## config.mk

```make
export PLATFORM = sky130hd
export DESIGN_NAME = multiplier_datapath_taint_track_word
export DESIGN_NICKNAME = d
export VERILOG_FILES = /design/src/rtl/multiplier_taint_pkg.sv /design/src/rtl/running_sum_reg_taint.sv /design/src/rtl/multiplier_datapath_taint_track_word.sv
export SDC_FILE = /design/constraint.sdc
export NUM_CORES = 1
export LEC_CHECK = 0
export CAP_MARGIN = 20
export CORE_AREA = 2 2 87 47
export DETAILED_ROUTE_END_ITERATION = 7
export DIE_AREA = 0 0 89 49
export PLACE_DENSITY = 0.67
export SETUP_SLACK_MARGIN = 0.4
export SYNTH_ARGS = -nofsm -noshare
export SYNTH_HDL_FRONTEND = slang
export SYNTH_SLANG_ARGS = --single-unit
```

## constraint.sdc

```tcl
create_clock -name clk -period 2.05 [get_ports clk]
set_input_delay 0.205 -clock clk [delete_from_list [all_inputs] [get_ports clk]]
set_output_delay 0.205 -clock clk [all_outputs]
set_load 0.02 [all_outputs]
```

## src/rtl/multiplier_taint_pkg.sv

```systemverilog
// Shared types and helpers for the shift-add multiplier datapath with word-level taint.
// Running-sum operation encoding, strobe priority and product-width helper.
package multiplier_taint_pkg;

    typedef enum logic [1:0] {RS_HOLD, RS_CLEAR, RS_LOAD, RS_SHR} rs_op_e;

    // Clear wins over load, load wins over shift; nothing asserted means hold.
    function automatic rs_op_e rs_op_sel(input logic clear, input logic load, input logic shr);
        if (clear)
            return RS_CLEAR;
        else if (load)
            return RS_LOAD;
        else if (shr)
            return RS_SHR;
        else
            return RS_HOLD;
    endfunction

    function automatic int PROD_W(input int w);
        return 2 * w;
    endfunction

endpackage

```

## src/rtl/running_sum_reg_taint.sv

```systemverilog
// Running-sum register rs[2W:0] (top bit is the add carry) plus its word-level taint.
// With MULT_DP_PRODUCT_LATCH_EN defined, the next-state value and taint are also exported.
module running_sum_reg_taint
    import multiplier_taint_pkg::*;
#(
    parameter int WIDTH = 4
) (
    input  logic                        clk,
    input  logic                        rst,
    input  logic                        rsclear,
    input  logic                        rsclear_t,
    input  logic                        rsload,
    input  logic                        rsload_t,
    input  logic                        rsshr,
    input  logic                        rsshr_t,
    input  logic [WIDTH-1:0]            md,
    input  logic                        md_t,
`ifdef MULT_DP_PRODUCT_LATCH_EN
    output logic [PROD_W(WIDTH)-1:0]    rs_next_prod,
    output logic                        rs_t_next,
`endif
    output logic [PROD_W(WIDTH)-1:0]    product,
    output logic                        product_t
);

    localparam int PW = PROD_W(WIDTH);

    logic [PW:0] rs;
    logic        rs_t;
    logic [PW:0] rs_nxt;
    logic        base_t;
    logic        rs_t_nxt;
    rs_op_e      op;

    always_comb begin
        rs_nxt = rs;
        base_t = rs_t;
        op     = rs_op_sel(rsclear, rsload, rsshr);
        case (op)
            RS_CLEAR: begin
                rs_nxt = '0;
                base_t = 1'b0;
            end
            RS_LOAD: begin
                rs_nxt[PW:WIDTH] = {1'b0, rs[PW-1:WIDTH]} + {1'b0, md};
                base_t           = rs_t | md_t;
            end
            RS_SHR: begin
                rs_nxt = {1'b0, rs[PW:1]};
            end
            default: ;
        endcase
        // Every strobe's taint counts, selected or not: its value chose the operation.
        rs_t_nxt = base_t | rsclear_t | rsload_t | rsshr_t;
    end

    always_ff @(posedge clk or posedge rst) begin
        if (rst) begin
            rs   <= '0;
            rs_t <= 1'b0;
        end else begin
            rs   <= rs_nxt;
            rs_t <= rs_t_nxt;
        end
    end

    assign product   = rs[PW-1:0];
    assign product_t = rs_t;
`ifdef MULT_DP_PRODUCT_LATCH_EN
    assign rs_next_prod = rs_nxt[PW-1:0];
    assign rs_t_next    = rs_t_nxt;
`endif

endmodule

```

## src/rtl/multiplier_datapath_taint_track_word.sv

```systemverilog
// Shift-add multiplier datapath with word-level taint: operand registers plus running sum.
// Optional product latch is enabled by defining MULT_DP_PRODUCT_LATCH_EN.
module multiplier_datapath_taint_track_word
    import multiplier_taint_pkg::*;
#(
    parameter int WIDTH = 4
) (
    input  logic                        clk,
    input  logic                        rst,
    input  logic [WIDTH-1:0]            multiplicand,
    input  logic                        multiplicand_t,
    input  logic [WIDTH-1:0]            multiplier,
    input  logic                        multiplier_t,
    input  logic                        rsload,
    input  logic                        rsload_t,
    input  logic                        rsclear,
    input  logic                        rsclear_t,
    input  logic                        rsshr,
    input  logic                        rsshr_t,
    input  logic                        mrld,
    input  logic                        mrld_t,
    input  logic                        mdld,
    input  logic                        mdld_t,
`ifdef MULT_DP_PRODUCT_LATCH_EN
    input  logic                        productDone,
    input  logic                        productDone_t,
    output logic [PROD_W(WIDTH)-1:0]    productOut,
    output logic                        productOut_t,
    output logic                        productValid,
`endif
    output logic [WIDTH-1:0]            multiplierReg,
    output logic                        multiplierReg_t,
    output logic [PROD_W(WIDTH)-1:0]    product,
    output logic                        product_t
);

    logic [WIDTH-1:0] md_reg;
    logic             md_reg_t;

    // A tainted load strobe taints the register even on cycles it does not load.
    always_ff @(posedge clk or posedge rst) begin
        if (rst) begin
            md_reg          <= '0;
            md_reg_t        <= 1'b0;
            multiplierReg   <= '0;
            multiplierReg_t <= 1'b0;
        end else begin
            if (mdld) begin
                md_reg   <= multiplicand;
                md_reg_t <= multiplicand_t | mdld_t;
            end else begin
                md_reg_t <= md_reg_t | mdld_t;
            end
            if (mrld) begin
                multiplierReg   <= multiplier;
                multiplierReg_t <= multiplier_t | mrld_t;
            end else begin
                multiplierReg_t <= multiplierReg_t | mrld_t;
            end
        end
    end

`ifdef MULT_DP_PRODUCT_LATCH_EN
    logic [PROD_W(WIDTH)-1:0] rs_next_prod;
    logic                     rs_t_next;
`endif

    running_sum_reg_taint #(.WIDTH(WIDTH)) u_rs (
        .clk       (clk),
        .rst       (rst),
        .rsclear   (rsclear),
        .rsclear_t (rsclear_t),
        .rsload    (rsload),
        .rsload_t  (rsload_t),
        .rsshr     (rsshr),
        .rsshr_t   (rsshr_t),
        .md        (md_reg),
        .md_t      (md_reg_t),
`ifdef MULT_DP_PRODUCT_LATCH_EN
        .rs_next_prod (rs_next_prod),
        .rs_t_next    (rs_t_next),
`endif
        .product   (product),
        .product_t (product_t)
    );

`ifdef MULT_DP_PRODUCT_LATCH_EN
    // Captures the post-shift sum so the final shift and the latch share one cycle.
    always_ff @(posedge clk or posedge rst) begin
        if (rst) begin
            productOut   <= '0;
            productOut_t <= 1'b0;
            productValid <= 1'b0;
        end else if (productDone) begin
            productOut   <= rs_next_prod;
            productOut_t <= rs_t_next | productDone_t;
            productValid <= 1'b1;
        end else begin
            productOut_t <= productOut_t | productDone_t;
            if (mdld)
                productValid <= 1'b0;
        end
    end
`endif

endmodule
```

==> summary.md <==
| Metric | Value |
|---|---|
| Global route overflow | `0` |
| Vias in the first global route | `819` |
| Power, Total | `0.00110 W` |
| Async S/R FF share, synth | `100%` |
| Final Max Tran Viols | `0` |
| Commonest cells post-synth | `20 x dfrtp_1, 12 x nand2_1, 10 x inv_1` |
| Clk sinks | `20` |
| Count of different cell masters after synthesis | `23` |
| Dominant cell by count in the synthesized netlist | `dfrtp_1` |
| Drt pass-1 iters | `4` |
| Finished Layout Cells | `186` |
| Initial antenna violation count | `0` |
| TNS Setup | `0 ps` |
| Cts bufs inserted | `3` |
| Fin nets | `163` |
| Die Span Y | `49 um` |
| DRT iter0 DRCs | `45` |
| Worst path bufs/invs | `1` |
| Final worst path period share | `78.8%` |
| Hold Violations, Final | `0` |
| Number of enable flip-flop cells after synthesis | `0` |
| I/O Buffers | `35` |
| GRT Overall Usage | `11.0%` |
| Final ANT Viol Nets | `0` |
| Post-Synthesis Cells | `101` |
| Core box area | `3680 sq um` |
| GRT busiest layer | `met2` |
| Area grow syn2layout | `44.2%` |
| Worst-Margin Slew | `753 ps` |
| Residual DRC | `0` |
| Die area | `4360 sq um` |
| Vias/cell | `4.28` |
| RD Place Congestion | `0.707` |
| H-tree depth | `1` |
| Yosys warning total | `0` |
| CP Capture Type | `register` |
| Root Driver | `clkbuf_8` |
| RR Startpoint | `u_rs.rs[6]$_DFFE_PP0P_` |
| Min Tclk post-route | `1610 ps` |
| Reg power frac | `41.0%` |
| Synth area leader | `dfrtp_1` |
| Top cells by area, synth | `dfrtp_1 48%, ha_1 8.4%, mux2_2 7.5%` |
| Top cell type's share of synthesized area | `47.8%` |
| Top cell family by delay on the critical path | `simple AND/OR/NAND/NOR gates` |
| Top_reg_cell synth | `dfrtp_1` |
| FMAX | `619 MHz` |
| Via Count | `797` |
| Psw | `0.000275 W` |
| Clk_lat worst skew | `260 ps` |
| Dpl hpwl | `1710 um` |
| CP Max Fanout | `3` |
| Seq cells post-synth | `20` |
| Final setup viols | `0` |
| Slew HR | `49.7%` |
| WP data required | `2180 ps` |
| Int Pwr | `0.000823 W` |
| Seq/Total Area, Yosys | `47.8%` |
| Critical path start-end classification | `input port to register` |
| Wire length per cell | `11.8 um` |
| Cell chain of the critical path | `clkdlybuf4s50_1 > nor2_1 > nor2_2 > ha_4 > a21oi_2 > a21oi_1 > or4_1` |
| Pleak | `0.628 nW` |
| Combinational share of power | `23.1%` |
| Clock share of power | `36.0%` |
| Met1 GRT Util | `16.0%` |
| Critical path depth | `7` |
| Worst slack, placed | `102 ps` |
| Switching fraction of total power | `25.0%` |
| Critical Path AT | `1750 ps` |
| Clock Pin Slew Worst Setup and Hold Paths | `80 ps` |
| Worst setup path end | `u_rs.product_t$_DFF_PP0_` |
| Starting Density | `28.4%` |
| Syn nets | `131` |
| Pwr/cell area | `727 nW/um^2` |
| Met2 usage | `16.4%` |
| Worst hold path type | `input port to async pin` |
| Layout cell share with drive strength beyond 1 | `16.7%` |
| Largest net degree at the start of global routing | `21` |
| Outcome | `finished clean` |
| CTS tree | `yes` |
| Maximum clock path buffer count | `2` |
| Avg Cell Area, Syn | `10.4 sq um` |
| Worst path slowest cell | `clkdlybuf4s50_1` |
| Max reg flops | `9` |
| Io pins | `36` |
| Worst reg2reg path depth | `5` |
| Met3 Use GR | `3.72%` |
| Post-synthesis cell area | `1050 sq um` |
| Post-route worst setup slack | `435 ps` |
| Die width | `89 um` |
| Skew final | `4.98 ps` |
| # rows | `16` |
| Delay of the slowest critical-path stage | `470 ps` |
| Final Routed Wirelength | `2190 um` |
| CP startpoint | `rsload` |
| # diodes | `0` |
| Reg2reg end | `u_rs.rs[7]$_DFFE_PP0P_` |
| First-pass GRT wire length | `3710 um` |
| MaxCap Viol Count | `0` |
| Startpoint type of the worst setup path | `input port` |
| Slack of the worst reg-to-reg path | `490 ps` |
| RSZ-0062 raised after global routing | `yes` |
| # hold bufs at CTS | `0` |
| Maximum vdd drop | `307 uV` |
| Placed insts | `181` |
placed cells by master (no fill, tap or decap), types with 2 or more instances in the layout:
master           synthesis  layout
a211o_1                  2       2
o21ai_0                  9       9
inv_1                   10       8
inv_2                    0       2
mux2_2                   7       7
clkdlybuf4s50_1          0      34
ha_1                     7       5
clkbuf_8                 0       3
a21oi_2                  2       3
a21oi_1                  6       5
nor2b_1                  3       3
dfrtp_1                 20      20
nand2_1                 12      12
nor2_1                   3       2
buf_4                    8       2
kinds of logic after synthesis:
group           count (synthesis)  synth area share [%]
flops                          20                  47.8
xor+xnor                        1                 0.836
simple gates                   21                  9.20
mux                             7                  7.53
compound gates                 24                  14.3
buf+inv                        20                  10.0
fa+ha+maj                       8                  10.3
per-stage QoR:
| step | utilization [%] | instance area (sq um) | hold slack [ps] |
|---|---|---|---|
| finish | 41.0 | 1510 | 371 |
| global route | 41.0 | 1510 | 473 |
| CTS | 40.3 | 1480 | 420 |
| detailed placement | 38.1 | 1410 | 479 |
| global placement | 38.1 | 1410 | 471 |
| floorplan | - | 1050 | 169 |
routing by layer:
| metal | vias up | wire, um |
|---|---|---|
| met1 | 377 | 1050 |
| met3 | 0 | 150 |
| met2 | 28 | 991 |
| li1 | 392 | - |
| met5 | - | 0 |
| met4 | 0 | 0 |
cell type report:
class | instances | area (sq um)
Fill cell | 353 | 2170
Sequential cell | 20 | 500
Multi-Input combinational cell | 61 | 465
Timing Repair Buffer | 37 | 368
Tap cell | 54 | 67.6
Clock buffer | 3 | 41.3
Inverter | 10 | 37.5
Clock inverter | 1 | 30.0
worst min path at each step:
stage / to / from / slack (ps) / cells past startpoint
final: multiplierReg[1]$_DFFE_PP0P_ / rst / 370 / 2
after global routing: multiplierReg[1]$_DFFE_PP0P_ / rst / 470 / 2
after CTS: u_rs.rs[3]$_DFFE_PP0P_ / rst / 420 / 2
after detailed placement: u_rs.rs[0]$_DFFE_PP0P_ / u_rs.rs[0]$_DFFE_PP0P_ / 480 / 2
after global placement: u_rs.rs[8]$_DFFE_PP0P_ / u_rs.rs[8]$_DFFE_PP0P_ / 470 / 2
after floorplan: md_reg[0]$_DFFE_PP0P_ / rst / 170 / 1
power groups by stage:
stage	Sequential [W]	Clock (W)	Combinational [W]
floorplan	0.000463	0	0.000136
CTS	0.000449	0.000404	0.000248
detailed placement	0.000458	0	0.000243
finish	0.000450	0.000395	0.000253
global route	0.000455	0.000416	0.000279
global placement	0.000457	0	0.000236
timing repair:
action / CTS / global route
setup endpoints to repair: 2 / 4
pin swaps: 1 / 4
gates resized for setup: 1 / 7
setup buffers: 1 / 0
No activity file was read; power rests on OpenSTA's default activity.
==> variant, RTL diff (same settings) <==
Build with the macro `MULT_DP_PRODUCT_LATCH_EN` defined.
--- a/src/rtl/running_sum_reg_taint.sv
+++ b/src/rtl/running_sum_reg_taint.sv
@@ -1,4 +1,6 @@
 // Running-sum register rs[2W:0] (top bit is the add carry) plus its word-level taint.
 // With MULT_DP_PRODUCT_LATCH_EN defined, the next-state value and taint are also exported.
+`define MULT_DP_PRODUCT_LATCH_EN
+
 module running_sum_reg_taint
     import multiplier_taint_pkg::*;
Interface: changed (5 added); port bits go from 36 to 48. No check against the original RTL was run, so the function may have changed too.
==> variant against the original RTL <==
  * Total power increased by 51%
  * Sequential cell count up 10
  * Synthesized area grew 39%
  * Register-to-register slack got worse by 0.23 ns
  * Clock power grew 47%
  * Hold slack worse by 0.052 ns
  * Non-clock buffer count grew 25
  * Clock skew down 0.0028 ns
  * Utilization rose by 19 points
  * Routed wire length up 59%
  * Sequential power is 51% higher
  * Worst setup slack got worse by 0.18 ns
  * Design area grew 47%
  * Fmax down 9.9%
  * Critical path type is now reg -> reg
  * Largest cell class unchanged
  * Highest routed layer is now met4
==> variant: results (changes against the original RTL) <==
postSynth.asyncResetShare_pct: 100  # unchanged
crit_fanout: 2  # -1
max_cap_violations: 0  # unchanged
detail_route.first_pass.iterations: 4  # unchanged
gp_congestion: 0.810  # +15%
netlist-cell-type-count: 30  # +30%
hold_path.class: "in -> async"
synth.top_cells.by_count: "sky130_fd_sc_hd__dfrtp_1 (30), sky130_fd_sc_hd__inv_1 (13), sky130_fd_sc_hd__nand2_1 (12), sky130_fd_sc_hd__mux2_2 (11)"
cpPeakStageDelay_ns: 0.47  # about the same
post_drt_wl_per_cell_um: 14.4  # +22%
largest_net_degree_at_the_start_of_global_routing: 31  # +48%
routed_via_density: 4.64  # +8.3%
dominantRegCellSynth: "sky130_fd_sc_hd__dfrtp_1"
synth-warning-count: 0  # unchanged
global_route.usage.total_pct: 18.1  # +7.0 points
vdd_ir_drop_max_v: 0.000399  # +30%
drt-initial-drc-count: 38  # -16%
synth_sequential_area_ratio_pct: 51.4  # +3.6 points
status: "finished clean"
dpl.hpwl_mm: 2.73  # +59%
p_leak_nw: 1.02  # +63%
worst_skew_pair.late_latency_ns: 0.28  # +0.02 ns
design.final.nets: 221  # +36%
clock_path_buffers: 2  # unchanged
tightestPinTransition_ns: 0.460  # -0.294 ns
crit_family: "adder cells"
post-place-ws_ns: -0.224  # -0.326 ns
cts-htree-levels: 2  # +1
synthTopCellsByArea: "sky130_fd_sc_hd__dfrtp_1 (51%), sky130_fd_sc_hd__mux2_2 (8.5%), sky130_fd_sc_hd__ha_1 (6.9%), sky130_fd_sc_hd__buf_4 (4.1%), sky130_fd_sc_hd__inv_1 (3.3%)"
grt_pass1_wl_mm: 5.78  # +56%
clock-root-buffer: "sky130_fd_sc_hd__clkbuf_8"
n_antenna_cell: 0  # unchanged
buffer_ports.inserted: 47  # +34%
synth_fp_nets: 164  # +25%
worst_path_max_delay_cell: "sky130_fd_sc_hd__fa_1"
worst_ep_arrival_time_ns: 1.96  # +0.21 ns
fin_skew_ns: 0.00220  # -0.00278 ns
antenna_violating_nets_post_route: 0  # unchanged
worst_setup_hold_path_clk_slew_ns: 0.06  # -0.02 ns
final_layout_size_suffix_gt1_share_pct: 28.6  # +12 points
first_global_vias: 1240  # +51%
antenna_found_initial: 0  # unchanged
reg.largest.list: "u_rs.rs: 9 flops, productOut: 8 flops"
total_clock_buffers_created_by_cts: 5  # +2
## variant: final cells by class
| cell class | count | area, um2 |
|---|---|---|
| clock buffers | 5 | 68.8 |
| clock inverters | 3 | 40.0 |
| fillers | 332 | 1460 |
| inverters | 13 | 51.3 |
| multi-input cells | 76 | 658 |
| flip-flops and latches | 30 | 751 |
| well taps | 54 | 67.6 |
| repair buffers | 62 | 584 |
## variant: worst reg2reg max path, delay by kind of cell (launching register included)
family	cells	cell delay [ns]
flops	1	0.36
buf+inv	2	0.09
mux	1	0.26
compound gates	2	0.30
fa+ha+maj	2	0.67
## variant: report_power, final
group | switching [mW] | internal (mW) | leakage, nW | total, mW
sequential | 0.0376 | 0.641 | 0.368 | 0.678
combinational | 0.184 | 0.217 | 0.595 | 0.401
clock | 0.222 | 0.357 | 0.0579 | 0.579
total | 0.444 | 1.22 | 1.02 | 1.66
## variant: what timing repair did
action / CTS / global route
gates resized for setup: 7 / 15
pin swaps: 2 / 7
setup buffers: 4 / 0
hold buffers: 0 / 0
setup endpoints to repair: 7 / 7
## variant: worst paths after layout
check,start,end,slack (ns),cells past startpoint
min,rst,multiplierReg[1],0.32,3
max reg2reg,u_rs.rs[4],productOut[5],0.26,7
max,u_rs.rs[4],productOut[5],0.26,7
min reg2reg,u_rs.rs[0],u_rs.rs[0],0.50,2
max in group asynchronous,rst,productOut[2],1.45,3
min in group clk,multiplicand[1],md_reg[1],0.49,3
## variant: kinds of logic after synthesis
kind of cell / share of synthesized area [%]
AO/OA/AOI/OAI: 12.8
XOR/XNOR: 0.600
adder cells (fa/ha/maj): 8.23
buffers and inverters: 8.66
flip-flops: 51.4
multiplexers: 8.48
AND/OR/NAND/NOR: 9.85
## variant: layer usage
metal / wire (um) / track usage [%] / vias to the layer above
li1: - / - / 558
met1: 1640 / 23.5 / 538
met2: 1680 / 30.1 / 30
met3: 153 / 5.41 / 2
met4: 17 / 3.73 / 0
met5: 0 / 0 / -
## variant: per-stage QoR
stage / instance area [um2] / std cells / power, mW / hold slack (ns)
4_1_cts: 2180 / 243 / 1.66 / 0.332
5_1_grt: 2220 / 243 / 1.74 / 0.365
3_5_place_dp: 2040 / 231 / 1.07 / 0.485
2_1_floorplan: 1500 / 131 / 0.889 / 0.296
6_report: 2220 / 243 / 1.66 / 0.320
3_3_place_gp: 2040 / 231 / 1.05 / 0.458
